File: src/rtl/con_ff_param.sv
// con_ff_param: parametrised branch-condition unit for the mini CPU datapath.
// Decodes the IR condition field against the current bus value on CONin.
// Holds the registered decision behind a valid/ack handshake for the
// control sequencer. Also keeps saturating evaluated/taken statistics.
// COND_W may be 2 (codes 0-3) or 3 (extended codes 0-7).

module con_ff_param #(
    parameter int DATA_W   = 32,
    parameter int IR_W     = 32,
    parameter int COND_LSB = 19,
    parameter int COND_W   = 2,
    parameter int CNT_W    = 16
) (
    input  logic              clock,
    input  logic              clear,
    input  logic [IR_W-1:0]   ir,
    input  logic [DATA_W-1:0] BusMuxOut,
    input  logic              CONin,
    input  logic              con_ack,
    input  logic              stat_clr,
    output logic              con,
    output logic              con_valid,
    output logic [COND_W-1:0] cond_q,
    output logic [CNT_W-1:0]  taken_cnt,
    output logic [CNT_W-1:0]  eval_cnt
);

    // IDLE: no unconsumed decision. VALID: con holds a decision not yet acked.
    typedef enum logic {
        IDLE  = 1'b0,
        VALID = 1'b1
    } state_t;

    localparam logic [CNT_W-1:0] CNT_MAX = '1;
    localparam logic [CNT_W-1:0] CNT_ONE = {{(CNT_W-1){1'b0}}, 1'b1};

    state_t            state;
    state_t            state_next;
    logic [COND_W-1:0] cond_code;
    logic [2:0]        code_ext;
    logic              is_zero;
    logic              is_neg;
    logic              decision;
    logic              con_next;
    logic              valid_next;
    logic [COND_W-1:0] cond_next;

    // Only the condition field of ir matters here; the rest is reduced to a
    // sink so the remaining instruction bits are visibly intentional.
    logic              unused_ir;
    assign unused_ir = ^ir;

    // Condition decode, purely combinational from the live ir and bus value.
    // The field is zero-extended to 3 bits so a single table serves both
    // widths; with COND_W=2 codes 4-7 simply cannot occur.
    always_comb begin
        cond_code = ir[COND_LSB +: COND_W];
        code_ext  = 3'b000;
        code_ext[COND_W-1:0] = cond_code;
        is_zero   = (BusMuxOut == '0);
        is_neg    = BusMuxOut[DATA_W-1];
        decision  = 1'b0;
        case (code_ext)
            3'd0:    decision = is_zero;
            3'd1:    decision = !is_zero;
            3'd2:    decision = !is_neg;
            3'd3:    decision = is_neg;
            3'd4:    decision = !is_neg && !is_zero;
            3'd5:    decision = is_neg || is_zero;
            3'd6:    decision = 1'b1;
            3'd7:    decision = 1'b0;
            default: decision = 1'b0;
        endcase
    end

    // Handshake next-state: a strobe always latches a fresh decision and
    // (re)enters VALID, so it beats a simultaneous ack; an ack alone only
    // retires VALID, and con/cond_q keep their last values.
    always_comb begin
        state_next = state;
        con_next   = con;
        cond_next  = cond_q;
        if (CONin) begin
            con_next  = decision;
            cond_next = cond_code;
        end
        case (state)
            IDLE: begin
                if (CONin) begin
                    state_next = VALID;
                end
            end
            VALID: begin
                if (!CONin && con_ack) begin
                    state_next = IDLE;
                end
            end
            default: state_next = IDLE;
        endcase
        valid_next = (state_next == VALID);
    end

    // Decision registers; clear discards any pending decision immediately.
    always_ff @(posedge clock or negedge clear) begin
        if (!clear) begin
            state     <= IDLE;
            con       <= 1'b0;
            cond_q    <= '0;
            con_valid <= 1'b0;
        end else begin
            state     <= state_next;
            con       <= con_next;
            cond_q    <= cond_next;
            con_valid <= valid_next;
        end
    end

    // Saturating statistics; stat_clr takes priority over a same-cycle strobe.
    always_ff @(posedge clock or negedge clear) begin
        if (!clear) begin
            eval_cnt  <= '0;
            taken_cnt <= '0;
        end else if (stat_clr) begin
            eval_cnt  <= '0;
            taken_cnt <= '0;
        end else if (CONin) begin
            if (eval_cnt != CNT_MAX) begin
                eval_cnt <= eval_cnt + CNT_ONE;
            end
            if (decision && (taken_cnt != CNT_MAX)) begin
                taken_cnt <= taken_cnt + CNT_ONE;
            end
        end
    end

endmodule
File: config.mk
export PLATFORM = sky130hd
export DESIGN_NAME = con_ff_param
export DESIGN_NICKNAME = d
export VERILOG_FILES = /design/src/rtl/con_ff_param.sv
export SDC_FILE = /design/constraint.sdc
export NUM_CORES = 1
export LEC_CHECK = 0
export CAP_MARGIN = 10
export CORE_ASPECT_RATIO = 1.25
export CORE_MARGIN = 2
export CORE_UTILIZATION = 41
export CTS_CLUSTER_DIAMETER = 60
export CTS_CLUSTER_SIZE = 12
export DETAILED_ROUTE_END_ITERATION = 8
export PLACE_DENSITY = 0.84
export SLEW_MARGIN = 20
export SYNTH_ARGS = -nofsm -noshare
export SYNTH_HDL_FRONTEND = slang
export SYNTH_SLANG_ARGS = --single-unit
File: constraint.sdc
create_clock -name clock -period 5.5 [get_ports clock]
set_input_delay 1.1 -clock clock [delete_from_list [all_inputs] [get_ports clock]]
set_output_delay 1.1 -clock clock [all_outputs]
set_load 0.05 [all_outputs]
==> key figures, run 1 <==
Critical path
  – Maximum fanout count along the critical path: 32
  – Top cell by count, worst path: or4_1
  – CP startpoint kind: input port
  – CP Capture Type: flip-flop
  – Endpoint of the lowest-slack register-to-register path: taken_cnt[8]
  – Required time of the worst setup path: 5.72 ns
  – Max incr delay on CP: 0.54 ns
  – Worst r2r path cells: 7
  – Critical path type: in -> reg
  – Critical path arrival: 3.41 ns
  – Cell with the biggest individual delay on the critical path: or4_1
  – Launch point of the worst reg-to-reg path: taken_cnt[0]
  – Critical-path cell list: clkdlybuf4s50_1, nor4_1, nand4_1, or4_1, and3_4, or4_1, a21oi_1
  – R2R setup slack: 3.32 ns

Layout
  – Share of layout cells above drive strength 1: 0.0424
  – Nets@finish: 354
  – Total inserted antenna cells: 0
  – Area taken by flip-flops and latches: 901 µm²
  – Multi-input gate area: 978 µm²
  – Area growth from synthesis to final layout: 44.7%
  – Fill cell total of the finished layout: 403

Clock network
  – Number of levels in the clock H-tree: 2
  – TritonCTS buffer count: 5
  – Clock Sinks: 36
  – Skew-Pair Late Insertion Delay: 0.29 ns
  – # hold bufs at CTS: 0
  – Clock root buffer: clkbuf_8
  – TritonCTS clock tree: built
  – Quantity of gates resized following cts: 0
  – Reg clk slew, reported paths: 0.07 ns
  – Buffers from clock root to sink, at most: 2
  – Post-CTS Setup Repair Bufs: 0

Logic synthesis
  – Area share of the largest cell type after synthesis: 0.465
  – Syn Nets: 280
  – Complex-gate fraction of the synthesized area: 0.0976
  – Number of instances in the synthesized netlist: 209
  – Number of storage elements in the synthesis netlist: 36
  – Number of synthesis warnings: 0
  – Synth cell count leaders: dfrtp_1, nor2_1, a21oi_1
  – Library cell with the largest summed area after synthesis: dfrtp_1
  – Number of unique standard cell types used by synthesis: 31
  – Share of synthesized registers carrying an async set or reset: 1.00
  – Total standard cell area after synthesis: 1940 µm²
  – Post-synthesis share of cell area spent on xor and xnor gates: 0.0679
  – Count of flip-flops with a built-in enable after synthesis: 0
  – Synth Area in Adders: 0.0129
  – Sequential element share of the synthesized area: 0.465
  – Mux share of post-synthesis cell area: 0.0168
  – Most common cell in the synthesized netlist: dfrtp_1
  – Average instance area after synthesis: 9.26 µm²
  – Prevailing post-synth register cell: dfrtp_1
  – Cell types with the largest area share after synthesis: dfrtp_1, xor2_1, nor2_1, nand4_1, a21oi_1
  – Basic-gate share of the synthesized area counting and, or, nand and nor cells: 0.310
  – Largest family of logic cells by synthesized area: simple AND/OR/NAND/NOR gates

Routing
  – Count of nets left with antenna violations after detail routing: 0
  – Routed WL: 4750 µm
  – Post-detailed-route via-to-cell ratio: 5.44
  – Routed length per instance: 13.9 µm
  – First DRT Iteration DRCs: 162
  – Number of remaining DRC errors: 0
  – Detailed-routing iteration count for the pre-antenna-repair pass: 4
  – Detailed-route via count: 1,856

Place
  – Gp weighted congestion: 0.781
  – Input/output buffers: 74
  – Sum of net half-perimeters after detailed placement: 3470 µm

Min path
  – Hold WC Path Type: reg -> reg
  – Hold depth: 1
  – Endpoint, Worst Hold: state
  – Beginning of the worst hold path: state

Global routing
  – Number of global-route vias before repair: 1,795
  – Largest net degree at the start of global routing: 37
  – First-pass GRT wire length: 8120 µm
  – Initial antenna violation count: 0
  – Total track usage: 0.197
  – Leftover overflow at the end of global routing: 0

Timing
  – Setup_tns: 0 ns
  – Worst slew slack as a fraction of its limit: 0.650
  – Max-slew violation count: 0
  – Number of setup violations in the final report: 0
  – Number of hold-slack violations in the final timing report: 0
  – Final cycle utilization of the critical path: 0.580
  – Post-Route Skew: 0.0101 ns
  – Max Clock Freq: 313 MHz
  – Setup repair after global routing missed its margin: false
  – Clock period minus final worst setup slack: 3.19 ns
  – Worst-Margin Slew: 0.523 ns
  – Smallest hold slack: 0.495 ns

Die
  – Die extent in y: 80.8 µm
  – Area of the die: 5290 µm²
  – Die outline width: 65.5 µm
  – Site Rows: 27
  – Area of the placeable core: 4460 µm²
  – Count of boundary I/O pins: 105
  – Initial core utilization: 0.434

Run
  – # Max-Cap Violations: 0

Pwr
  – Max rail drop VDD: 0.161 mV
  – Power density normalized to cell area: 193 nW/µm²
  – Leakage: 0.00111 µW

Status
  – Result of the run: finished, final reports clean
[flip-flops by register name, summed over array words and instances (netlist names)]
register and flops:
eval_cnt 16, taken_cnt 16, cond_q 2, con 1, state 1
[cell families after synthesis]
kind of cell,count (synthesis)
adders and majority gates,2
and+or+nand+nor,107
DFF,36
xor gates and xnor gates,15
AOI/OAI and AO/OA,33
muxes,3
buffers and inverters,13
[layer usage]
layer | global-route usage | up-vias | part of all wire | wire length (µm)
met5 | 0 | - | 0 | 0
met4 | 0.0875 | 0 | 0.017 | 81
met3 | 0.0346 | 9 | 0.048 | 229
met2 | 0.358 | 47 | 0.54 | 2560
met1 | 0.223 | 879 | 0.40 | 1880
li1 | - | 921 | - | -
[area by class of cell]
type                            instances  share of cell area
Multi-Input combinational cell        160               0.349
Sequential cell                        36               0.322
Timing Repair Buffer                   76               0.270
Clock buffer                            6              0.0259
Tap cell                               58              0.0259
Inverter                                4             0.00536
Clock inverter                          1             0.00179
[metrics by stage]
stage / power [µW] / area (µm²) / util / cells / worst slack [ns]
floorplan: 323 / 1940 / - / 209 / 2.55
global placement: 370 / 2720 / 0.611 / 334 / 2.02
detailed placement: 371 / 2720 / 0.611 / 334 / 2.00
CTS: 549 / 2800 / 0.628 / 341 / 2.30
global route: 565 / 2800 / 0.628 / 341 / 2.10
finish: 541 / 2800 / 0.628 / 341 / 2.31
[report_power, final]
part	total, µW	internal, µW	switching (µW)
logic	89.6	42.2	47.4
registers	275	270	5.14
clock network	176	86.0	90.3
total	541	399	143
[critical path, delay by kind of cell]
kind	cells	cell delay, ns
compound gates	1	0.15
buf+inv	1	0.40
simple gates	5	1.75
[worst max-delay path by stage]
stage                        from             to  slack (ns)  cells past startpoint
finish              BusMuxOut[29]  taken_cnt[10]        2.31                      7
global route        BusMuxOut[29]  taken_cnt[10]        2.10                      7
CTS                 BusMuxOut[29]  taken_cnt[10]        2.30                      7
detailed placement   BusMuxOut[1]  taken_cnt[10]        2.00                      7
global placement    BusMuxOut[29]  taken_cnt[10]        2.02                      7
floorplan            BusMuxOut[3]  taken_cnt[10]        2.55                      7
[layout by cell type (no fill, tap or decap), types with 3 or more instances in the layout]
| cell type | n |
|---|---|
| clkdlybuf4s50_1 | 74 |
| o31ai_1 | 3 |
| o21ai_0 | 10 |
| and4_1 | 7 |
| o21bai_1 | 3 |
| inv_1 | 4 |
| nand3_1 | 12 |
| a21oi_1 | 14 |
| clkbuf_8 | 5 |
| dfrtp_1 | 36 |
| xnor2_1 | 3 |
| and3_1 | 7 |
| or4_1 | 4 |
| nor2_1 | 21 |
| nand2b_1 | 7 |
| xor2_1 | 12 |
| or3_1 | 8 |
| nor4_1 | 10 |
| nand4_1 | 12 |
| nand2_1 | 12 |
Power figures use the tool's default switching activity.
==> run 2, diff against run 1 <==
--- a/config.mk
+++ b/config.mk
@@ -8,11 +8,11 @@
 export CAP_MARGIN = 10
 export CORE_ASPECT_RATIO = 1.25
 export CORE_MARGIN = 2
-export CORE_UTILIZATION = 41
+export CORE_UTILIZATION = 39
 export CTS_CLUSTER_DIAMETER = 60
 export CTS_CLUSTER_SIZE = 12
 export DETAILED_ROUTE_END_ITERATION = 8
-export PLACE_DENSITY = 0.84
+export PLACE_DENSITY = 0.8
 export SLEW_MARGIN = 20
 export SYNTH_ARGS = -nofsm -noshare
 export SYNTH_HDL_FRONTEND = slang
==> constraint.sdc (replaced) <==
create_clock -name clock -period 3.1 [get_ports clock]
set_input_delay 0.62 -clock clock [delete_from_list [all_inputs] [get_ports clock]]
set_output_delay 0.62 -clock clock [all_outputs]
set_load 0.05 [all_outputs]
==> run 2 against run 1 <==
Against the previous run: clock skew down 0.0019 ns; non-clock buffer count up 1; power grew 83%; die area increased by 4.8%; sequential share of layout area shrank 0.26 points; wire length up 1.6%; cell count is 1.2% higher; critical path depth did not move; combinational power up 80%; via count is 0.16% lower; sequential power up 77%; hold slack got worse by 0.014 ns; highest routed layer unchanged.
==> key figures, run 2 (synthesized netlist as in run 1, its figures left out) <==
Global routing
  – Total track usage: 0.192
  – First-pass GRT wire length: 8220 µm
  – Largest net degree at the start of global routing: 37
  – Leftover overflow at the end of global routing: 0
  – Initial antenna violation count: 0
  – Number of global-route vias before repair: 1,820

Place
  – Gp weighted congestion: 0.741
  – # placed instances: 337
  – Sum of net half-perimeters after detailed placement: 3450 µm
  – Input/output buffers: 74
  – Pre-CTS setup slack: 0.0301 ns

Timing
  – Smallest hold slack: 0.481 ns
  – Max Clock Freq: 361 MHz
  – Final cycle utilization of the critical path: 0.894
  – Setup_tns: 0 ns
  – Fin worst setup slack: 0.329 ns
  – Worst slew slack as a fraction of its limit: 0.657
  – Worst-Margin Slew: 0.512 ns
  – Clock period minus final worst setup slack: 2.77 ns
  – Setup repair after global routing missed its margin: false
  – Post-Route Skew: 0.00821 ns
  – Max-slew violation count: 0
  – Number of hold-slack violations in the final timing report: 0
  – Number of setup violations in the final report: 0

Die
  – Count of boundary I/O pins: 105
  – Die extent in y: 82.8 µm
  – Die outline width: 67.0 µm
  – Area of the placeable core: 4760 µm²
  – Site Rows: 28
  – Initial core utilization: 0.406
  – Area of the die: 5550 µm²

Pwr
  – Max rail drop VDD: 0.244 mV
  – Leakage: 0.00112 µW
  – Power density normalized to cell area: 350 nW/µm²

Critical path
  – Max incr delay on CP: 0.53 ns
  – Launch point of the worst reg-to-reg path: taken_cnt[0]
  – Critical-path cell list: clkdlybuf4s50_1, nor4_1, nand4_1, or4_1, and3_4, or4_1, a21oi_1
  – Critical path buffer and inverter count: 1
  – Worst setup path start: BusMuxOut[9]
  – Critical path arrival: 2.97 ns
  – CP Capture Type: flip-flop
  – Required time of the worst setup path: 3.30 ns
  – Critical path type: in -> reg
  – Maximum fanout count along the critical path: 32
  – Top cell by count, worst path: or4_1
  – CP startpoint kind: input port
  – Cell with the biggest individual delay on the critical path: or4_1
  – Cell family contributing the most delay on the critical path: simple AND/OR/NAND/NOR gates

Routing
  – Count of nets left with antenna violations after detail routing: 0
  – Routed length per instance: 14.0 µm
  – Number of remaining DRC errors: 0
  – Detailed-route via count: 1,853
  – Routed WL: 4830 µm
  – Detailed-routing iteration count for the pre-antenna-repair pass: 4
  – First DRT Iteration DRCs: 146
  – Post-detailed-route via-to-cell ratio: 5.37

Layout
  – Total inserted antenna cells: 0
  – End-of-flow core utilization: 0.592
  – Fin cells: 345
  – Share of layout cells above drive strength 1: 0.0456
  – Most frequent cells in the layout: clkdlybuf4s50_1, dfrtp_1, nor2_1
  – Top Registers: eval_cnt: 16 flops, taken_cnt: 16 flops, cond_q: 2 flops
  – Commonest non-fill, non-tap cell in the layout: clkdlybuf4s50_1
  – Area growth from synthesis to final layout: 45.8%
  – Nets@finish: 355

Clock network
  – Reg clk slew, reported paths: 0.07 ns
  – Buffers from clock root to sink, at most: 2
  – Post-CTS Setup Repair Bufs: 0
  – # hold bufs at CTS: 0
  – Clock Sinks: 36
  – Clock root buffer: clkbuf_8
  – TritonCTS buffer count: 5
  – TritonCTS clock tree: built
  – Skew-Pair Late Insertion Delay: 0.28 ns
  – Quantity of gates resized following cts: 0
  – Number of levels in the clock H-tree: 2

Min path
  – Hold WC Path Type: reg -> reg
  – Beginning of the worst hold path: state

Run
  – # Max-Cap Violations: 0

Status
  – Result of the run: finished, final reports clean
[run 2: changes by cell type in the layout (fill, tap and decap cells not counted)]
cell	delta
clkbuf_1	+1
clkbuf_8	+1
clkinv_2	-1
buf_4	+1
[run 2: worst reg2reg max path: cells and delay by family, from the launching register on]
| kind | cells | cell delay [ns] |
|---|---|---|
| AND/OR/NAND/NOR | 5 | 1.33 |
| flip-flops | 1 | 0.43 |
| adder cells (fa/ha/maj) | 1 | 0.23 |
| AO/OA/AOI/OAI | 1 | 0.18 |
[run 2: layer usage]
layer  vias up  wire length (µm)  part of all wire  GRT usage
met5         -                 0                 0          0
met4         0                39            0.0081     0.0612
met3         4               171             0.035     0.0488
met2        42              2610              0.54      0.340
met1       898              2010              0.42      0.225
li1        909                 -                 -          -
[run 2: area by class of cell]
cell class / count / area, µm²
fillers: 449 / 1940
multi-input cells: 160 / 978
flip-flops and latches: 36 / 901
repair buffers: 77 / 763
clock buffers: 8 / 90.1
well taps: 60 / 75.1
inverters: 4 / 15.0
[run 2: power by group]
part | internal, µW | switching [µW]
Sequential | 480 | 8.56
Clock | 181 | 159
Combinational | 75.7 | 84.9
[run 2: final timing paths]
| check | to | slack, ns | depth (start not counted) |
|---|---|---|---|
| hold reg to reg | state | 0.48 | 1 |
| setup reg to reg | taken_cnt[8] | 0.87 | 7 |
| max in group asynchronous | con | 2.02 | 2 |
| setup / recovery | taken_cnt[8] | 0.33 | 7 |
| min in group asynchronous | eval_cnt[9] | 0.75 | 2 |
| hold / removal | state | 0.48 | 1 |
[run 2: stage by stage]
step	power [µW]	cell area, µm²
floorplan	572	1940
global placement	656	2730
detailed placement	660	2730
CTS	1010	2820
global route	1040	2820
finish	989	2820
